File: src/rtl/jtpinpon_objline.sv
// rtl/jtpinpon_objline.sv - object line renderer: ROM fetch, PROM colour lookup, double-buffered line
// Optional build macro JTPINPON_OBJ_KEEPFIRST_EN: the first opaque pixel written to a location wins.
module jtpinpon_objline #(
    parameter logic [7:0] HOFFSET = 8'd6
) (
    input  logic        rst_n,
    input  logic        clk,
    input  logic        pxl_cen,
    input  logic        cen2,
    input  logic        hinit_x,
    input  logic        LHBL,
    input  logic [8:0]  hdump,
    input  logic        draw,
    output logic        busy,
    input  logic [7:0]  code,
    input  logic [7:0]  xpos,
    input  logic [4:0]  pal,
    input  logic        hflip,
    input  logic        vflip,
    input  logic [3:0]  ysub,
    input  logic [3:0]  prog_data,
    input  logic [7:0]  prog_addr,
    input  logic        prog_en,
    output logic [11:0] rom_addr,
    input  logic [31:0] rom_data,
    output logic        rom_cs,
    input  logic        rom_ok,
    output logic [3:0]  pxl
);

    typedef enum logic [1:0] {IDLE, FETCH, WRITE} state_t;

    state_t      state, state_nxt;
    logic [6:0]  code_l;
    logic [7:0]  xpos_l;
    logic [3:0]  pal_l;
    logic        hflip_l, vflip_l;
    logic [3:0]  ysub_l;
    logic        half;
    logic [2:0]  cnt;
    logic [31:0] data_l;
    logic        bank_sel;
    logic        accept, ld_data, wr_pix;

    logic [3:0]  prom  [256];
    logic [3:0]  lbuf0 [256];
    logic [3:0]  lbuf1 [256];

    logic        unused_bits;
    assign unused_bits = ^{hdump[8], code[7], pal[4]};

    logic [3:0]  vr;
    assign vr       = ysub_l ^ {4{vflip_l}};
    assign rom_addr = {code_l, vr[3], half ^ hflip_l, vr[2:0]};
    assign busy     = (state != IDLE);
    // hinit_x cuts the ROM request in the same cycle, ahead of the abort edge
    assign rom_cs   = (state == FETCH) && !hinit_x;
    assign accept   = (state == IDLE) && cen2 && draw;

    always_comb begin
        state_nxt = state;
        ld_data   = 1'b0;
        wr_pix    = 1'b0;
        case (state)
            IDLE:  if (accept) state_nxt = FETCH;
            FETCH: begin
                if (hinit_x) state_nxt = IDLE;
                else if (rom_ok) begin
                    ld_data   = 1'b1;
                    state_nxt = WRITE;
                end
            end
            WRITE: begin
                if (hinit_x) state_nxt = IDLE;
                else begin
                    wr_pix = 1'b1;
                    if (cnt == 3'd7) state_nxt = half ? IDLE : FETCH;
                end
            end
            default: state_nxt = IDLE;
        endcase
    end

    always_ff @(posedge clk) begin
        if (!rst_n) state <= IDLE;
        else        state <= state_nxt;
    end

    always_ff @(posedge clk) begin
        if (!rst_n) begin
            code_l   <= '0;
            xpos_l   <= '0;
            pal_l    <= '0;
            hflip_l  <= 1'b0;
            vflip_l  <= 1'b0;
            ysub_l   <= '0;
            half     <= 1'b0;
            cnt      <= '0;
            data_l   <= '0;
            bank_sel <= 1'b0;
        end else begin
            if (hinit_x && cen2) bank_sel <= ~bank_sel;
            if (accept) begin
                code_l  <= code[6:0];
                xpos_l  <= xpos;
                pal_l   <= pal[3:0];
                hflip_l <= hflip;
                vflip_l <= vflip;
                ysub_l  <= ysub;
                half    <= 1'b0;
                cnt     <= '0;
            end
            if (ld_data) begin
                data_l <= rom_data;
                cnt    <= '0;
            end
            if (wr_pix) begin
                cnt <= cnt + 3'd1;
                if (cnt == 3'd7) half <= 1'b1;
            end
        end
    end

    always_ff @(posedge clk) begin
        if (prog_en) prom[prog_addr] <= prog_data;
    end

    // with hflip the nibbles of a fetch are emitted 7..0
    logic [2:0] k;
    logic [3:0] pix, colour, draw_cur;
    logic [8:0] wr_x;
    logic       keep_ok, wr_en, rd_en;
    logic [7:0] rd_addr;
    logic [3:0] disp_data;

    assign k        = cnt ^ {3{hflip_l}};
    assign pix      = data_l[{k, 2'b00} +: 4];
    assign colour   = prom[{pal_l, pix}];
    assign wr_x     = {1'b0, xpos_l} + {5'd0, half, cnt};
    assign draw_cur = bank_sel ? lbuf0[wr_x[7:0]] : lbuf1[wr_x[7:0]];
`ifdef JTPINPON_OBJ_KEEPFIRST_EN
    assign keep_ok  = (draw_cur == 4'd0);
`else
    assign keep_ok  = 1'b1;
`endif
    assign wr_en     = wr_pix && rst_n && !wr_x[8] && (colour != 4'd0) && keep_ok;
    assign rd_addr   = hdump[7:0] + HOFFSET;
    assign rd_en     = pxl_cen && LHBL;
    assign disp_data = bank_sel ? lbuf1[rd_addr] : lbuf0[rd_addr];

    // bank_sel=1: lbuf0 is drawn, lbuf1 displayed; each bank has a single write port
    always_ff @(posedge clk) begin
        if (bank_sel) begin
            if (wr_en) lbuf0[wr_x[7:0]] <= colour;
        end else if (rd_en) begin
            lbuf0[rd_addr] <= 4'd0;
        end
    end

    always_ff @(posedge clk) begin
        if (!bank_sel) begin
            if (wr_en) lbuf1[wr_x[7:0]] <= colour;
        end else if (rd_en) begin
            lbuf1[rd_addr] <= 4'd0;
        end
    end

    always_ff @(posedge clk) begin
        if (!rst_n)       pxl <= 4'd0;
        else if (pxl_cen) pxl <= LHBL ? disp_data : 4'd0;
    end

endmodule
File: config.mk
export PLATFORM = sky130hd
export DESIGN_NAME = jtpinpon_objline
export DESIGN_NICKNAME = d
export VERILOG_FILES = /design/src/rtl/jtpinpon_objline.sv
export SDC_FILE = /design/constraint.sdc
export NUM_CORES = 2
export LEC_CHECK = 0
export ABC_AREA = 1
export ABC_CLOCK_PERIOD_IN_PS = 11950
export CORE_UTILIZATION = 55
export DETAILED_ROUTE_END_ITERATION = 10
export PLACE_DENSITY = 0.73
export SYNTH_ARGS = -nofsm -noshare
export SYNTH_HDL_FRONTEND = slang
export SYNTH_SLANG_ARGS = --single-unit
File: constraint.sdc
create_clock -name clk -period 11.95 [get_ports clk]
set_clock_uncertainty 0.2 [all_clocks]
set_input_delay 2.39 -clock clk [delete_from_list [all_inputs] [get_ports clk]]
set_output_delay 2.39 -clock clk [all_outputs]
set_load 0.02 [all_outputs]
Word level (Yosys, flattened, before mapping)
Memories as Yosys holds them, arrays and structs flattened.
Cells that the tools add are included.

operators by class
  bitwise logic cells = 4
  reduce and logical (&&, ||, !) cells = 17
  multipliers = 0
  equality and inequality tests = 6
  divide/modulo/power cells = 0
  shift operators = 1
  add/sub/neg operators = 3
  mux-type cells = 38
  order comparisons = 0

operators by type and width
  cell                   count
  $shiftx A32 B6 Y4      1
  $mux W1                23
  $mux W4                4
  $mux W8                2
  $mux W2                5
  $add A8 B4 Y9          1
  $mux W3                3
  $add A8 B3 Y8 const B  1
  $logic_and A1 B1 Y1    8
  $reduce_or A4 Y1       2
  $ne A3 B3 Y1 const B   2
  $pmux W2 S3            1
  $reduce_bool A4 Y1     1
  $xor A4 B4 Y4          1
  $add A3 B1 Y3 const B  1
  $eq A3 B3 Y1 const B   1
  $reduce_and A3 Y1      1
  $reduce_bool A3 Y1     1
  $xor A3 B3 Y3          1
  $eq A2 B1 Y1 const B   1
  $eq A2 B2 Y1 const B   1
  $logic_not A1 Y1       2
  $logic_not A2 Y1       1
  $ne A2 B2 Y1 const B   1
  other kinds (3)        3

storage, ports and cells
  memories kept = 3
  flip-flop bits (word level) = 68
  bits in writable memories = 3072
  input port bits = 89
  ROM bits = 0
  latch bits = 0

memories
  name   words  bits a word  read ports  clocked after memory_dff  wr ports  RTL line  source
  lbuf0  256    4            1           0                         1         46        logic [3:0] lbuf0 [256];
  lbuf1  256    4            1           0                         1         47        logic [3:0] lbuf1 [256];
  prom   256    4            1           0                         1         45        logic [3:0] prom [256];

Logic depth before layout (Yosys ltp)
  word-level depth = 9
  gate-level depth with buffers = 27

Worst setup path after synthesis
OpenSTA, ideal clock, no wires.

  kind = input-to-reg
  from = input port pxl_cen
  to = memory lbuf0[0][0], data pin
  cell stages on the path = 4
  data arrival time = 8.755 ns
  path slack = 1.590 ns
  cells stage by stage = inv_1 nor3_1 clkbuf_1 nor2_1

between the ends
  longest elaborated chain between the ends = 6

ends and longest elaborated chain
  what                           RTL line  source
  start: declaration             8         input logic pxl_cen,
  $logic_and A1 B1 Y1            148       assign rd_en = pxl_cen && LHBL;
  $mux W1                        155       end else if (rd_en) begin
  $mux W1                        153       if (bank_sel) begin
  $mux W1 (not written as such)  156       lbuf0[rd_addr] <= 4'd0;
  $reduce_or A4 Y1 (no line)     --
  $mux W4 (no line)              --
  end: declaration               46

Every way passes these cells.

Worst setup path in the final report
  from = register hflip_l
  to = memory lbuf1[21][2], enable pin

between the ends
  longest elaborated chain between the ends = 9

ends and longest elaborated chain
  what                           RTL line  source
  start: declaration             37        logic hflip_l, vflip_l;
  start signal: assignment       107       hflip_l <= hflip;
  $xor A3 B3 Y3                  136       assign k = cnt ^ {3{hflip_l}};
  $shiftx A32 B6 Y4              137       assign pix = data_l[{k, 2'b00} +: 4];
  $mem_v2 Z256 W4                --
  $reduce_bool A4 Y1             146       assign wr_en = wr_pix && rst_n && !wr_x[8] && (colour != 4'd0) && keep_ok;
  $logic_and A1 B1 Y1            146
  $mux W1                        162       if (wr_en) lbuf1[wr_x[7:0]] <= colour;
  $mux W1                        161       if (!bank_sel) begin
  $mux W1 (not written as such)  162
  $mux W1 (no line)              --
  end: declaration               47

Every way passes these cells.

==> flow_summary.yaml <==
outcome:
  run_status: "finished, final reports clean"
timing:
  rsz0062_at_grt: "false"
  final.setup.tns_ns: 0
  timing.final.hold_violations: 0
  finalCritPeriodShare_pct: 71.76
  final_max_tran_viols: 0
  clock.fmax_mhz: 116.6
  min_period_ns: 8.575
  transition_time_at_the_pin_with_the_least_slew_margin_ns: 1.386
  timing.slew.headroom_pct: 7.406
  setup_violations: 0
critical_path:
  worstPathRequired_ns: 12.32
  timing.setup.critical_path_class: "flop to flop"
  setup.reg_to_reg.worst_slack_ns: 3.38
  end_kind: "flop"
  reg2regPathDepth: 22
  crit_fanout: 128
  critPathLaunchType: "flop"
  worst_ep_arrival_time_ns: 8.94
floorplanning:
  core.rowCount: 179
  initial_cell_density_of_the_core_pct: 55.48
  chipWidth_um: 492.5
  io_pins: 107
  die_area_um2: 242600
  fp.coreArea_um2: 238500
  die_h_um: 492.5
global_routing:
  initial_antenna_violation_count: 7
  maximum_number_of_pins_on_one_net_before_global_route_repair: 288
  grt_overflow_total: 0
  grt_first_pass_wirelength_mm: 530.7
  grt.total_usage_pct: 28.53
  first_global_vias: 89540
yosys:
  cell_types_occupying_the_most_area_after_synthesis: "sky130_fd_sc_hd__edfxtp_1, sky130_fd_sc_hd__nand2_1, sky130_fd_sc_hd__o21ai_0"
  synth-async-reset-ratio_pct: 0
  synth_edf_count: 3072
  number_of_different_library_cells_in_the_post_synthesis_netlist: 42
  postSynthNetCount: 11710
  synth_area_um2: 132300
  yosys_most_used_dff: "sky130_fd_sc_hd__edfxtp_1"
  netlist_instances: 11620
  netlist.top_cell.by_area: "sky130_fd_sc_hd__edfxtp_1"
  post_synthesis_area_per_instance_um2: 11.39
  ys_seq_elements: 3140
  ys_warn_count: 0
  area_share_of_the_largest_cell_type_after_synthesis_pct: 69.71
  synth.yosys.seq_area_share_pct: 70.73
place:
  place.detailed.instances: 14110
  place_congestion: 0.8877
  dp_hpwl_mm: 187.4
  portBuffers: 103
min_path:
  min_delay_path_depth: 2
  worst_min_delay_path_class: "flop to flop"
pwr:
  pwr_density_cell_nw_per_um2: 175.6
  worst_ir_drop_vdd_mv: 0.1812
  total_leakage_power_nw: 46.69
clock_tree:
  cts_hold_repair.buffers: 0
  cts_setup_buffers: 0
  cts_root_buffer: "sky130_fd_sc_hd__clkbuf_16"
  number_of_buffers_on_the_longest_clock_path: 4
  clock_tree.htree_level_count: 5
  clkTransAtPathRegs_ns: 0.06
  tritoncts: "done"
  clock_insertion_delay_at_the_later_pin_of_the_skew_report_ns: 0.95
  total_clock_buffers_created_by_cts: 326
  cts_num_sinks: 3140
  cts_resized: 0
routing:
  drt-total-wl_mm: 352.8
  route.antenna.remaining_nets: 0
  drcViolationCount: 0
  detail_route.iter0.violations: 12380
  vias: 92240
  dr.pass1.iters: 7
  avgViaCountPerCell: 6.284
  routed_wirelength_normalized_by_instance_count_um: 24.04
cells_and_area:
  layout.cells.non_filler: 14680
  syn2layout_area_growth_pct: 10.08
  fillers: 18050
  final_layout_size_suffix_gt1_share_pct: 6.005
  area_of_combinational_cells_with_multiple_inputs_um2: 34150
  finalNetCount: 11370
  regArea_um2: 93610
job:
  drv_cap: 0
[flip-flops by register name, indices dropped and copies added, names as in the netlist]
signal    count
pal_l         4
code_l        7
lbuf1      1024
ysub_l        4
cnt           3
vflip_l       1
prom       1024
xpos_l        8
state         2
hflip_l       1
bank_sel      1
half          1
pxl           4
data_l       32
lbuf0      1024
[per-stage QoR]
stage | util [%] | hold slack (ns) | area (µm²) | setup WS [ns] | power [mW]
after floorplan | - | 0.2506 | 132300 | 1.590 | 14.98
after global placement | 56.86 | 0.2684 | 135600 | 3.899 | 16.03
after detailed placement | 56.86 | 0.2752 | 135600 | 3.739 | 16.05
after CTS | 61.07 | 0.2895 | 145700 | 3.686 | 25.58
after global routing | 61.08 | 0.3026 | 145700 | 3.126 | 26.22
final | 61.08 | 0.2859 | 145700 | 3.375 | 25.59
[critical path: stages (launching register included)]
cell and delay, ns:
sky130_fd_sc_hd__dfxtp_1 0.63, sky130_fd_sc_hd__nand2_2 0.16, sky130_fd_sc_hd__nand2_2 0.29, sky130_fd_sc_hd__nand2_1 0.08
sky130_fd_sc_hd__nand3_1 0.12, sky130_fd_sc_hd__nand3_4 0.56, sky130_fd_sc_hd__nand2_4 0.95, sky130_fd_sc_hd__buf_4 0.88
sky130_fd_sc_hd__nand2_1 0.13, sky130_fd_sc_hd__nand3_1 0.14, sky130_fd_sc_hd__nand3_1 0.09, sky130_fd_sc_hd__nand3_1 0.18
sky130_fd_sc_hd__nand3_1 0.20, sky130_fd_sc_hd__nand3_1 0.17, sky130_fd_sc_hd__nand3_1 0.13, sky130_fd_sc_hd__nand3_1 0.27
sky130_fd_sc_hd__nand2_1 0.30, sky130_fd_sc_hd__inv_1 0.12, sky130_fd_sc_hd__nor2_1 0.05, sky130_fd_sc_hd__nand2_1 0.26
sky130_fd_sc_hd__nand3_4 0.74, sky130_fd_sc_hd__buf_12 0.52, sky130_fd_sc_hd__a21oi_1 0.64
[path summary, 6_finish.rpt]
path | from | endpoint
setup reg to reg | hflip_l$_SDFFE_PN0P_ | lbuf1[21][2]$_DFFE_PP_
setup / recovery | hflip_l$_SDFFE_PN0P_ | lbuf1[21][2]$_DFFE_PP_
hold / removal | code_l[1]$_SDFFE_PN0P_ | code_l[1]$_SDFFE_PN0P_
hold reg to reg | code_l[1]$_SDFFE_PN0P_ | code_l[1]$_SDFFE_PN0P_
[where the power goes]
| part | switching [mW] | internal (mW) |
|---|---|---|
| sequential | 0.0165 | 12.9 |
| combinational | 2.42 | 0.595 |
| clock | 4.07 | 5.64 |
| total | 6.50 | 19.1 |
[per-layer routing]
layer | part of all wire [%] | GRT usage, % | up-vias
met5 | 0.013 | 0 | -
met4 | 5.0 | 13.60 | 6
met3 | 10 | 5.387 | 938
met2 | 47 | 45.73 | 5412
met1 | 38 | 37.73 | 44780
li1 | - | - | 41100
[cell families after synthesis]
| kind of cell | synth area share (%) |
|---|---|
| xor+xnor | 0.1163 |
| fa+ha+maj | 0.08131 |
| compound gates | 11.43 |
| flops | 70.73 |
| buf+inv | 3.998 |
| simple gates | 13.64 |
[final cells by class]
cell class	count	share of cell area, %
antenna	4	0.006871
clock buffer	409	5.930
clock inverter	154	0.9739
inverter	389	1.035
multi-input combinational	7175	23.44
sequential	3140	64.25
tap	3167	2.720
timing repair buffer	240	1.635
[Yosys cell counts, types with 3 or more instances]
cell	count
sky130_fd_sc_hd__o31ai_1	15
sky130_fd_sc_hd__edfxtp_1	3072
sky130_fd_sc_hd__inv_2	13
sky130_fd_sc_hd__o32ai_1	20
sky130_fd_sc_hd__nand3_1	881
sky130_fd_sc_hd__inv_1	371
sky130_fd_sc_hd__xnor2_1	3
sky130_fd_sc_hd__nor4_1	32
sky130_fd_sc_hd__nor2_1	1640
sky130_fd_sc_hd__nand3b_1	50
sky130_fd_sc_hd__o21ai_0	1259
sky130_fd_sc_hd__ha_1	7
sky130_fd_sc_hd__a41oi_1	3
sky130_fd_sc_hd__buf_1	56
sky130_fd_sc_hd__nand2_1	1772
sky130_fd_sc_hd__clkinv_1	5
sky130_fd_sc_hd__buf_4	39
sky130_fd_sc_hd__dfxtp_1	68
sky130_fd_sc_hd__buf_2	80
sky130_fd_sc_hd__clkbuf_1	717
sky130_fd_sc_hd__a21oi_1	611
sky130_fd_sc_hd__o211ai_1	221
sky130_fd_sc_hd__o221ai_1	12
sky130_fd_sc_hd__buf_6	21
sky130_fd_sc_hd__nand3_2	4
sky130_fd_sc_hd__o21ai_1	19
sky130_fd_sc_hd__xor2_1	9
sky130_fd_sc_hd__o22ai_1	564
sky130_fd_sc_hd__nor3_1	34
sky130_fd_sc_hd__nand2_2	3
[placed cells by master, fill, tap and decap left out, types with 18 or more instances in the layout]
cell type                         instances
sky130_fd_sc_hd__bufinv_16               25
sky130_fd_sc_hd__clkbuf_1                75
sky130_fd_sc_hd__nor4_2                  19
sky130_fd_sc_hd__edfxtp_1              3072
sky130_fd_sc_hd__a21oi_1                611
sky130_fd_sc_hd__nor3_1                  33
sky130_fd_sc_hd__nand3_1                881
sky130_fd_sc_hd__clkinv_2                41
sky130_fd_sc_hd__nand2_1               1757
sky130_fd_sc_hd__clkbuf_16              334
sky130_fd_sc_hd__o22ai_1                564
sky130_fd_sc_hd__o21ai_0               1258
sky130_fd_sc_hd__o211ai_1               221
sky130_fd_sc_hd__o32ai_1                 20
sky130_fd_sc_hd__clkdlybuf4s50_1         96
sky130_fd_sc_hd__nor2_4                  31
sky130_fd_sc_hd__dfxtp_1                 68
sky130_fd_sc_hd__inv_1                  368
sky130_fd_sc_hd__o21ai_1                 18
sky130_fd_sc_hd__nor2_1                1600
sky130_fd_sc_hd__buf_4                  112
sky130_fd_sc_hd__nand3b_1                50
sky130_fd_sc_hd__buf_12                  25
sky130_fd_sc_hd__clkinv_1                68
(Power assumes the default switching activity.)
